<file path="config.mk">
export PLATFORM = sky130hd
export DESIGN_NAME = convert_dec_2_bi
export DESIGN_NICKNAME = d
export VERILOG_FILES = /design/src/rtl/convert_dec_2_bi.sv
export SDC_FILE = /design/constraint.sdc
export NUM_CORES = 1
export LEC_CHECK = 0
export ABC_CLOCK_PERIOD_IN_PS = 7500
export CAP_MARGIN = 20
export CORE_ASPECT_RATIO = 0.9
export CORE_UTILIZATION = 51
export CTS_CLUSTER_DIAMETER = 200
export DETAILED_ROUTE_END_ITERATION = 6
export PLACE_DENSITY_LB_ADDON = 0.08
export SLEW_MARGIN = 25
export SYNTH_ARGS = -nofsm -noshare
export SYNTH_HDL_FRONTEND = slang
export SYNTH_SLANG_ARGS = --single-unit
</file>
<file path="constraint.sdc">
create_clock -name clk -period 7.5 [get_ports clk]
set_input_delay 0.75 -clock clk [delete_from_list [all_inputs] [get_ports clk]]
set_output_delay 0.75 -clock clk [all_outputs]
set_load 0.05 [all_outputs]
</file>
<file path="src/rtl/convert_dec_2_bi.sv">
// convert_dec_2_bi: serial decimal (floor + F/10^D) to IEEE-754 single conversion.
// Streams integer bits MSB first, then fraction bits by repeated doubling, then rounds to nearest-even.
module convert_dec_2_bi (
    input  logic        clk,
    input  logic        rst_n,
    input  logic        start,
    input  logic        in_sign,
    input  logic [31:0] in_floor,
    input  logic [31:0] in_frac,
    input  logic [3:0]  in_frac_dig,
    output logic [31:0] out,
    output logic        busy,
    output logic        done,
    output logic        err
);
    typedef enum logic [2:0] {IDLE, INT, FRAC, ROUND, DONE, ERR} state_t;

    state_t             state_q, state_d;
    logic               sign_q, sign_d;
    logic [31:0]        floor_q, floor_d;
    logic [31:0]        f_q, f_d;
    logic [3:0]         d_q, d_d;
    logic [6:0]         cnt_q, cnt_d;
    logic               found_q, found_d;
    logic [4:0]         nsig_q, nsig_d;
    logic [23:0]        sig_q, sig_d;
    logic               r_q, r_d;
    logic               s_q, s_d;
    logic signed [7:0]  exp_q, exp_d;
    logic [31:0]        out_q, out_d;
    logic               done_q, done_d;
    logic               err_q, err_d;

    logic [31:0]        pow, f2;
    logic               bit_b, illegal, rnd;
    logic [24:0]        sum;
    logic signed [7:0]  exp_r;
    logic [7:0]         biased;

    function automatic logic [31:0] pow10(input logic [3:0] d);
        case (d)
            4'd0:    pow10 = 32'd1;
            4'd1:    pow10 = 32'd10;
            4'd2:    pow10 = 32'd100;
            4'd3:    pow10 = 32'd1000;
            4'd4:    pow10 = 32'd10000;
            4'd5:    pow10 = 32'd100000;
            4'd6:    pow10 = 32'd1000000;
            4'd7:    pow10 = 32'd10000000;
            4'd8:    pow10 = 32'd100000000;
            4'd9:    pow10 = 32'd1000000000;
            default: pow10 = 32'hFFFF_FFFF;
        endcase
    endfunction

    always_comb begin
        state_d = state_q;
        sign_d  = sign_q;
        floor_d = floor_q;
        f_d     = f_q;
        d_d     = d_q;
        cnt_d   = cnt_q;
        found_d = found_q;
        nsig_d  = nsig_q;
        sig_d   = sig_q;
        r_d     = r_q;
        s_d     = s_q;
        exp_d   = exp_q;
        out_d   = out_q;
        done_d  = 1'b0;
        err_d   = err_q;
        pow     = pow10(d_q);
        f2      = f_q << 1;
        bit_b   = (state_q == INT) ? floor_q[31] : (f2 >= pow);
        illegal = (in_frac_dig > 4'd9) || (in_frac >= pow10(in_frac_dig));
        rnd     = r_q & (s_q | (f_q != 32'd0) | sig_q[0]);
        sum     = {1'b0, sig_q} + {24'd0, rnd};
        exp_r   = exp_q + (sum[24] ? 8'sd1 : 8'sd0);
        biased  = exp_r + 8'sd127;
        // Leading one, 23 more significand bits, round bit, then everything else is sticky.
        if (state_q == INT || state_q == FRAC) begin
            cnt_d = cnt_q + 7'd1;
            if (!found_q) begin
                if (bit_b) begin
                    found_d = 1'b1;
                    nsig_d  = 5'd1;
                    sig_d   = 24'd1;
                    exp_d   = 8'sd31 - $signed({1'b0, cnt_q});
                end
            end else if (nsig_q < 5'd24) begin
                sig_d  = {sig_q[22:0], bit_b};
                nsig_d = nsig_q + 5'd1;
            end else if (nsig_q == 5'd24) begin
                r_d    = bit_b;
                nsig_d = 5'd25;
            end else begin
                s_d = s_q | bit_b;
            end
        end
        case (state_q)
            IDLE: if (start) begin
                sign_d  = in_sign;
                floor_d = in_floor;
                f_d     = in_frac;
                d_d     = in_frac_dig;
                cnt_d   = 7'd0;
                found_d = 1'b0;
                nsig_d  = 5'd0;
                sig_d   = 24'd0;
                r_d     = 1'b0;
                s_d     = 1'b0;
                exp_d   = 8'sd0;
                state_d = illegal ? ERR : INT;
            end
            ERR: begin
                done_d  = 1'b1;
                err_d   = 1'b1;
                out_d   = 32'd0;
                state_d = IDLE;
            end
            INT: begin
                floor_d = floor_q << 1;
                if (cnt_q == 7'd31)
                    state_d = (nsig_d == 5'd25 || (!found_d && f_q == 32'd0)) ? ROUND : FRAC;
            end
            FRAC: begin
                f_d = bit_b ? f2 - pow : f2;
                if (nsig_d == 5'd25)
                    state_d = ROUND;
            end
            ROUND: begin
                done_d  = 1'b1;
                err_d   = 1'b0;
                out_d   = found_q ? {sign_q, biased, sum[24] ? 23'd0 : sum[22:0]} : {sign_q, 31'd0};
                state_d = DONE;
            end
            DONE: state_d = IDLE;
            default: state_d = IDLE;
        endcase
    end

    always_ff @(posedge clk or negedge rst_n) begin
        if (!rst_n) begin
            state_q <= IDLE;
            sign_q  <= 1'b0;
            floor_q <= 32'd0;
            f_q     <= 32'd0;
            d_q     <= 4'd0;
            cnt_q   <= 7'd0;
            found_q <= 1'b0;
            nsig_q  <= 5'd0;
            sig_q   <= 24'd0;
            r_q     <= 1'b0;
            s_q     <= 1'b0;
            exp_q   <= 8'sd0;
            out_q   <= 32'd0;
            done_q  <= 1'b0;
            err_q   <= 1'b0;
        end else begin
            state_q <= state_d;
            sign_q  <= sign_d;
            floor_q <= floor_d;
            f_q     <= f_d;
            d_q     <= d_d;
            cnt_q   <= cnt_d;
            found_q <= found_d;
            nsig_q  <= nsig_d;
            sig_q   <= sig_d;
            r_q     <= r_d;
            s_q     <= s_d;
            exp_q   <= exp_d;
            out_q   <= out_d;
            done_q  <= done_d;
            err_q   <= err_d;
        end
    end

    assign out  = out_q;
    assign done = done_q;
    assign err  = err_q;
    assign busy = (state_q == INT) || (state_q == FRAC) || (state_q == ROUND) || (state_q == ERR);
endmodule

</file>
After elaboration in Yosys (flattened, before gate mapping)
Memory sizes are Yosys's and may differ from the RTL's.
Cells that the tools add are included.
- bits in read-only memories: 1024
- logic and storage cells: 116
- output and inout bits: 35
- memories: 2
- register bits: 153
- eq/ne operators: 10
- add/sub/neg operators: 7
- reductions and logical operators: 18
- multiplexer cells: 56
- bitwise logic cells: 4
- order comparisons: 4
- memories (memory ; depth ; bits a word ; read ports ; clocked after memory_dff ; write ports ; line ; source):
    (no name shown) ; 16 ; 32 ; 1 ; 0 ; 0 ; 41 ; case (d)
    (no name shown) ; 16 ; 32 ; 1 ; 0 ; 0 ; 41 ;
- operator list (operator ; count):
    case mux 32 bit (2 select lines) ; 3
    two-way mux 24 bit ; 6
    two-way mux 32 bit ; 3
    greater-or-equal comparator 32 bit ; 2
    two-way mux 8 bit ; 5
    two-way mux 5 bit ; 7
    zero test 32 bit ; 1
    nonzero test 32 bit ; 1
    subtractor 32 bit ; 1
    two-way mux 31 bit ; 1
    adder 24 x 1 -> 25 bit ; 1
    two-way mux 23 bit ; 1
    two-way mux 1 bit ; 21
    two-way mux 7 bit ; 3
    two-way mux 3 bit ; 4
    case mux 3 bit (4 select lines) ; 1
    == test 5 bit, second input constant ; 2
    adder 8 x 2 -> 8 bit ; 1
    adder 8 bit, second input constant ; 1
    subtractor 5 x 7 -> 8 bit, first input constant ; 1
    adder 7 x 1 -> 7 bit, second input constant ; 1
    == test 7 x 5 -> 1 bit, second input constant ; 1
    == test 3 x 2 -> 1 bit, second input constant ; 2
    AND reduction 2 bit ; 3
    17 further kinds ; 26

Longest topological paths before layout
An unclocked memory read counts as a cell.
- depth in word-level cells: 12
- depth in mapped cells: 18
- gate-level depth less buffers: 16

Worst setup path before layout
OpenSTA, ideal clock, no wires.
- kind: register to register
- start point: register d_q[1]
- end point: register f_q[31]
- setup slack: 4083 ps
- library setup time: 123 ps
- data required time: 7377 ps
- cell stages (with the launch flop): 18
- arrival: 3293 ps
- cell sequence: dfrtp_1 -> inv_1 -> ha_1 -> or3b_4 -> nand2_1 -> fa_1 -> nand2b_1 -> a21oi_1 -> o21ai_1 -> a21oi_1 -> nand4b_1 -> a21oi_2 -> nor2_1 -> clkbuf_1 -> buf_2 -> nand3_1 -> mux2i_1 -> nor2_1
- cells in the longest elaborated chain, start to end: 5
- elaborated cells on any way between the ends: 6
- those cells by class: add/sub: 1; order compare: 1; mux: 3; memory: 1
- ends and longest elaborated chain (item ; line ; source):
    start, declared ; 22 ; logic [3:0] d_q, d_d;
    start signal, assigned ; 148 ; d_q <= 4'd0;
    start signal, assigned ; 164 ; d_q <= d_d;
    memory read (16 x 32 bit) (*) ; n/a ;
    greater-or-equal comparator 32 bit ; 74 ; bit_b = (state_q == INT) ? floor_q[31] : (f2 >= pow);
    two-way mux 1 bit ; 74 ;
    two-way mux 32 bit (*) ; 127 ; f_d = bit_b ? f2 - pow : f2;
    case mux 32 bit (2 select lines) (*) ; 100 ; case (state_q)
    end signal, assigned ; 147 ; f_q <= 32'd0;
    end signal, assigned ; 163 ; f_q <= f_d;
    end, declared ; 21 ; logic [31:0] f_q, f_d;
Mark *: on every way between the ends. The rest lies on a longest branch, timed or not.
A chain may end at the register's enable or synchronous reset.

Worst setup path in the final report
- start point: register d_q[2]
- end point: register f_q[16]
Same word-level chain as after synthesis.

==> impl_metrics.env <==
export IMPL_violations="DRC"
export IMPL_avgSynthCellArea_sq_um=8.170
export IMPL_layout_drive_gt1_share_pct=4.867
export IMPL_synthArstFlopShare_pct=100.0
export IMPL_row_count=49
export IMPL_maxSlewHeadroom_pct=33.89
export IMPL_cap_violations=0
export IMPL_crit_type="flop to flop"
export IMPL_drc=3
export IMPL_diodes=0
export IMPL_tightest_slew_ns=0.9893
export IMPL_setup_viol=0
export IMPL_hpwl_mm=19.23
export IMPL_h_tree_depth=4
export IMPL_clk_path_buf_depth=2
export IMPL_outcome="finished with violations"
export IMPL_syn_area_sq_um=10420
export IMPL_cts_inserted_buffers=17
export IMPL_setup_worst_path_start_class="flop"
export IMPL_fin_worst_skew_ns=0.01541
export IMPL_synth_top_area_share_pct=36.76
export IMPL_post_cts_resized=0
export IMPL_synth_edf_count=0
export IMPL_fmax_mhz=220.7
export IMPL_vdd_drop_max_mv=0.2739
export IMPL_seq_area_sq_um=3829
export IMPL_netlist_top_cells_area="dfrtp_1 (37%), ha_1 (9.8%), nand2_1 (8.7%), nor2_1 (4.4%), a21oi_1 (3.9%)"
export IMPL_cts_hold_repair_buffers=0
export IMPL_worstSetupEndpointType="flop"
export IMPL_yosysMostFrequentCell="nand2_1"
export IMPL_fin_crit_sh_pct=60.43
export IMPL_clock_latency_ns=0.43
export IMPL_leakagePower_nw=5.319
export IMPL_hp_class="primary input to async pin"
export IMPL_synth_common_cells="nand2_1 (241), dfrtp_1 (153), nor2_1 (123)"
export IMPL_vias=9376
export IMPL_grt_total_usage_pct=26.21
export IMPL_rsz0062_at_grt="no"
export IMPL_yosys_area_top_type="dfrtp_1"
export IMPL_fp_dieArea_sq_um=21000
export IMPL_syn_inst=1275
export IMPL_synthFlopType="dfrtp_1"
export IMPL_maxSlewViolCount=0
export IMPL_viasPerCell=5.820
export IMPL_required_ns=7.76
export IMPL_drt_iter0_markers=815
export IMPL_clkSinkCount=153
export IMPL_dr_pass1_iters=7
export IMPL_antenna_found_initial=0
export IMPL_grt_pass1_wl_mm=43.97
export IMPL_multi_input_comb_area_sq_um=6165
export IMPL_cts_root_buf="clkbuf_16"
export IMPL_clk_pin_slew_ns=0.07
export IMPL_gp_congestion=0.9070
export IMPL_pwr_density_cell_nw_per_um2=488.8
export IMPL_fin_tns_setup_ns=0
export IMPL_fill_cells=1783
export IMPL_grt_max_degree=80
export IMPL_port_buffers=106
export IMPL_grt_pass1_vias=8512
export IMPL_ys_seq_area_share_pct=36.76
export IMPL_syn_nets=1430
export IMPL_cts_tree="done"
export IMPL_fin_util_pct=60.95
export IMPL_pin_count=107
export IMPL_synth_distinct_cells=65
export IMPL_arrival_ns=4.80
export IMPL_cp_max_fo=44
export IMPL_wl_mm=26.59
export IMPL_final_antenna_net_count=0
export IMPL_yosysWarnings=0
export IMPL_ys_ff_latch=153
export IMPL_floorplan_initialDensity_pct=52.12
export IMPL_final_hold_violation_count=0
export IMPL_detail_route_wl_per_cell_um=16.50
export IMPL_final_nets=1499
export IMPL_area_growth_pct=16.95
export IMPL_die_height_um=137.6
export IMPL_period_needed_ns=4.532
export IMPL_core_area_sq_um=19990
export IMPL_post_cts_setup_buffers=0
export IMPL_die_x_um=152.6
export IMPL_grt_remaining_overflow=0
==> through the flow <==
stage / std cells / total power [mW] / setup slack (ns) / hold slack, ns / cell area [sq um]
global placement: 1580 / 5.034 / 3.078 / 0.4613 / 11620
CTS: 1611 / 5.916 / 3.044 / 0.3790 / 12180
global route: 1611 / 6.446 / 2.610 / 0.4199 / 12180
floorplan: 1275 / 4.203 / 4.083 / 0.4386 / 10420
finish: 1611 / 5.954 / 2.968 / 0.3520 / 12180
detailed placement: 1580 / 5.065 / 3.012 / 0.4691 / 11620
==> power breakdown <==
group	internal (mW)	switching [mW]
clock network	0.436	0.384
registers	1.10	0.275
logic	1.42	2.34
==> worst max-delay path, cell delays in order (launching register included) <==
cell and delay (ns):
dfrtp_1 0.59, nor2_1 0.28, nor2_2 0.11, inv_2 0.13, o21ai_0 0.19, fa_1 0.46, nand2b_1 0.19, a21oi_1 0.18
o21ai_1 0.14, a21oi_1 0.20, nand4b_1 0.18, a21oi_2 0.11, nor2_4 0.77, buf_4 0.42, nor2b_1 0.09, a211oi_1 0.22
a31oi_1 0.08
==> path summary, 6_finish.rpt <==
check	startpoint	cells after the start	slack, ns	endpoint
max in group asynchronous	rst_n	2	5.98	f_q[30]
worst min-delay path	rst_n	1	0.35	f_q[14]
worst min register to register	out[25]	2	0.48	out[25]
min in group clk	out[25]	2	0.48	out[25]
worst max register to register	d_q[2]	16	2.97	f_q[16]
worst max-delay path	d_q[2]	16	2.97	f_q[16]
==> kinds of logic after synthesis <==
group	after synthesis	synth area share (%)
flip-flops	153	36.76
AO/OA/AOI/OAI	348	21.26
multiplexers	15	1.453
AND/OR/NAND/NOR	509	21.66
adder cells (fa/ha/maj)	83	10.04
XOR/XNOR	55	4.625
buffers and inverters	112	4.204
==> layout make-up <==
| class | count | share of cell area [%] |
|---|---|---|
| multi-input cells | 1010 | 50.61 |
| flip-flops and latches | 153 | 31.43 |
| repair buffers | 116 | 9.367 |
| clock buffers | 17 | 3.492 |
| well taps | 255 | 2.619 |
| inverters | 46 | 1.417 |
| clock inverters | 14 | 1.068 |
==> per-layer routing <==
| layer | wire length, um | global-route usage, % |
|---|---|---|
| met4 | 255 | 6.285 |
| met2 | 10690 | 35.98 |
| met1 | 13450 | 40.63 |
| met3 | 2192 | 6.260 |
| met5 | 0 | 0 |
==> sequential cells by signal (all words and copies together), names as in the netlist <==
signal   count
d_q          4
out         32
r_q          1
sign_q       1
found_q      1
err          1
done         1
exp_q        8
sig_q       24
s_q          1
state_q      3
cnt_q        7
floor_q     32
f_q         32
nsig_q       5
==> placed cells by master, fill, tap and decap left out, types with 3 or more instances in the layout <==
| cell type | n |
|---|---|
| nor2_1 | 122 |
| o211ai_1 | 9 |
| dfrtp_1 | 153 |
| nand4_1 | 15 |
| o21a_1 | 6 |
| o21ai_1 | 5 |
| a311oi_1 | 3 |
| a31oi_1 | 62 |
| buf_4 | 9 |
| a21o_1 | 23 |
| nor3_1 | 23 |
| o21ai_0 | 69 |
| clkdlybuf4s50_1 | 105 |
| or2_2 | 3 |
| inv_8 | 5 |
| and3_1 | 13 |
| a22oi_1 | 27 |
| a211o_1 | 3 |
| nand2_1 | 239 |
| nor4_1 | 10 |
| ha_1 | 82 |
| xnor2_1 | 32 |
| a21oi_1 | 82 |
| nand2b_1 | 13 |
| o21bai_1 | 6 |
| a211oi_1 | 25 |
| nor2b_1 | 26 |
| inv_6 | 3 |
| nand3_1 | 19 |
| and2_1 | 4 |
| a41oi_1 | 3 |
| or3_1 | 4 |
| clkinvlp_4 | 4 |
| mux2i_1 | 14 |
| o22ai_1 | 8 |
| xor2_1 | 23 |
| clkbuf_16 | 17 |
| inv_1 | 45 |
(Power assumes the default switching activity.)
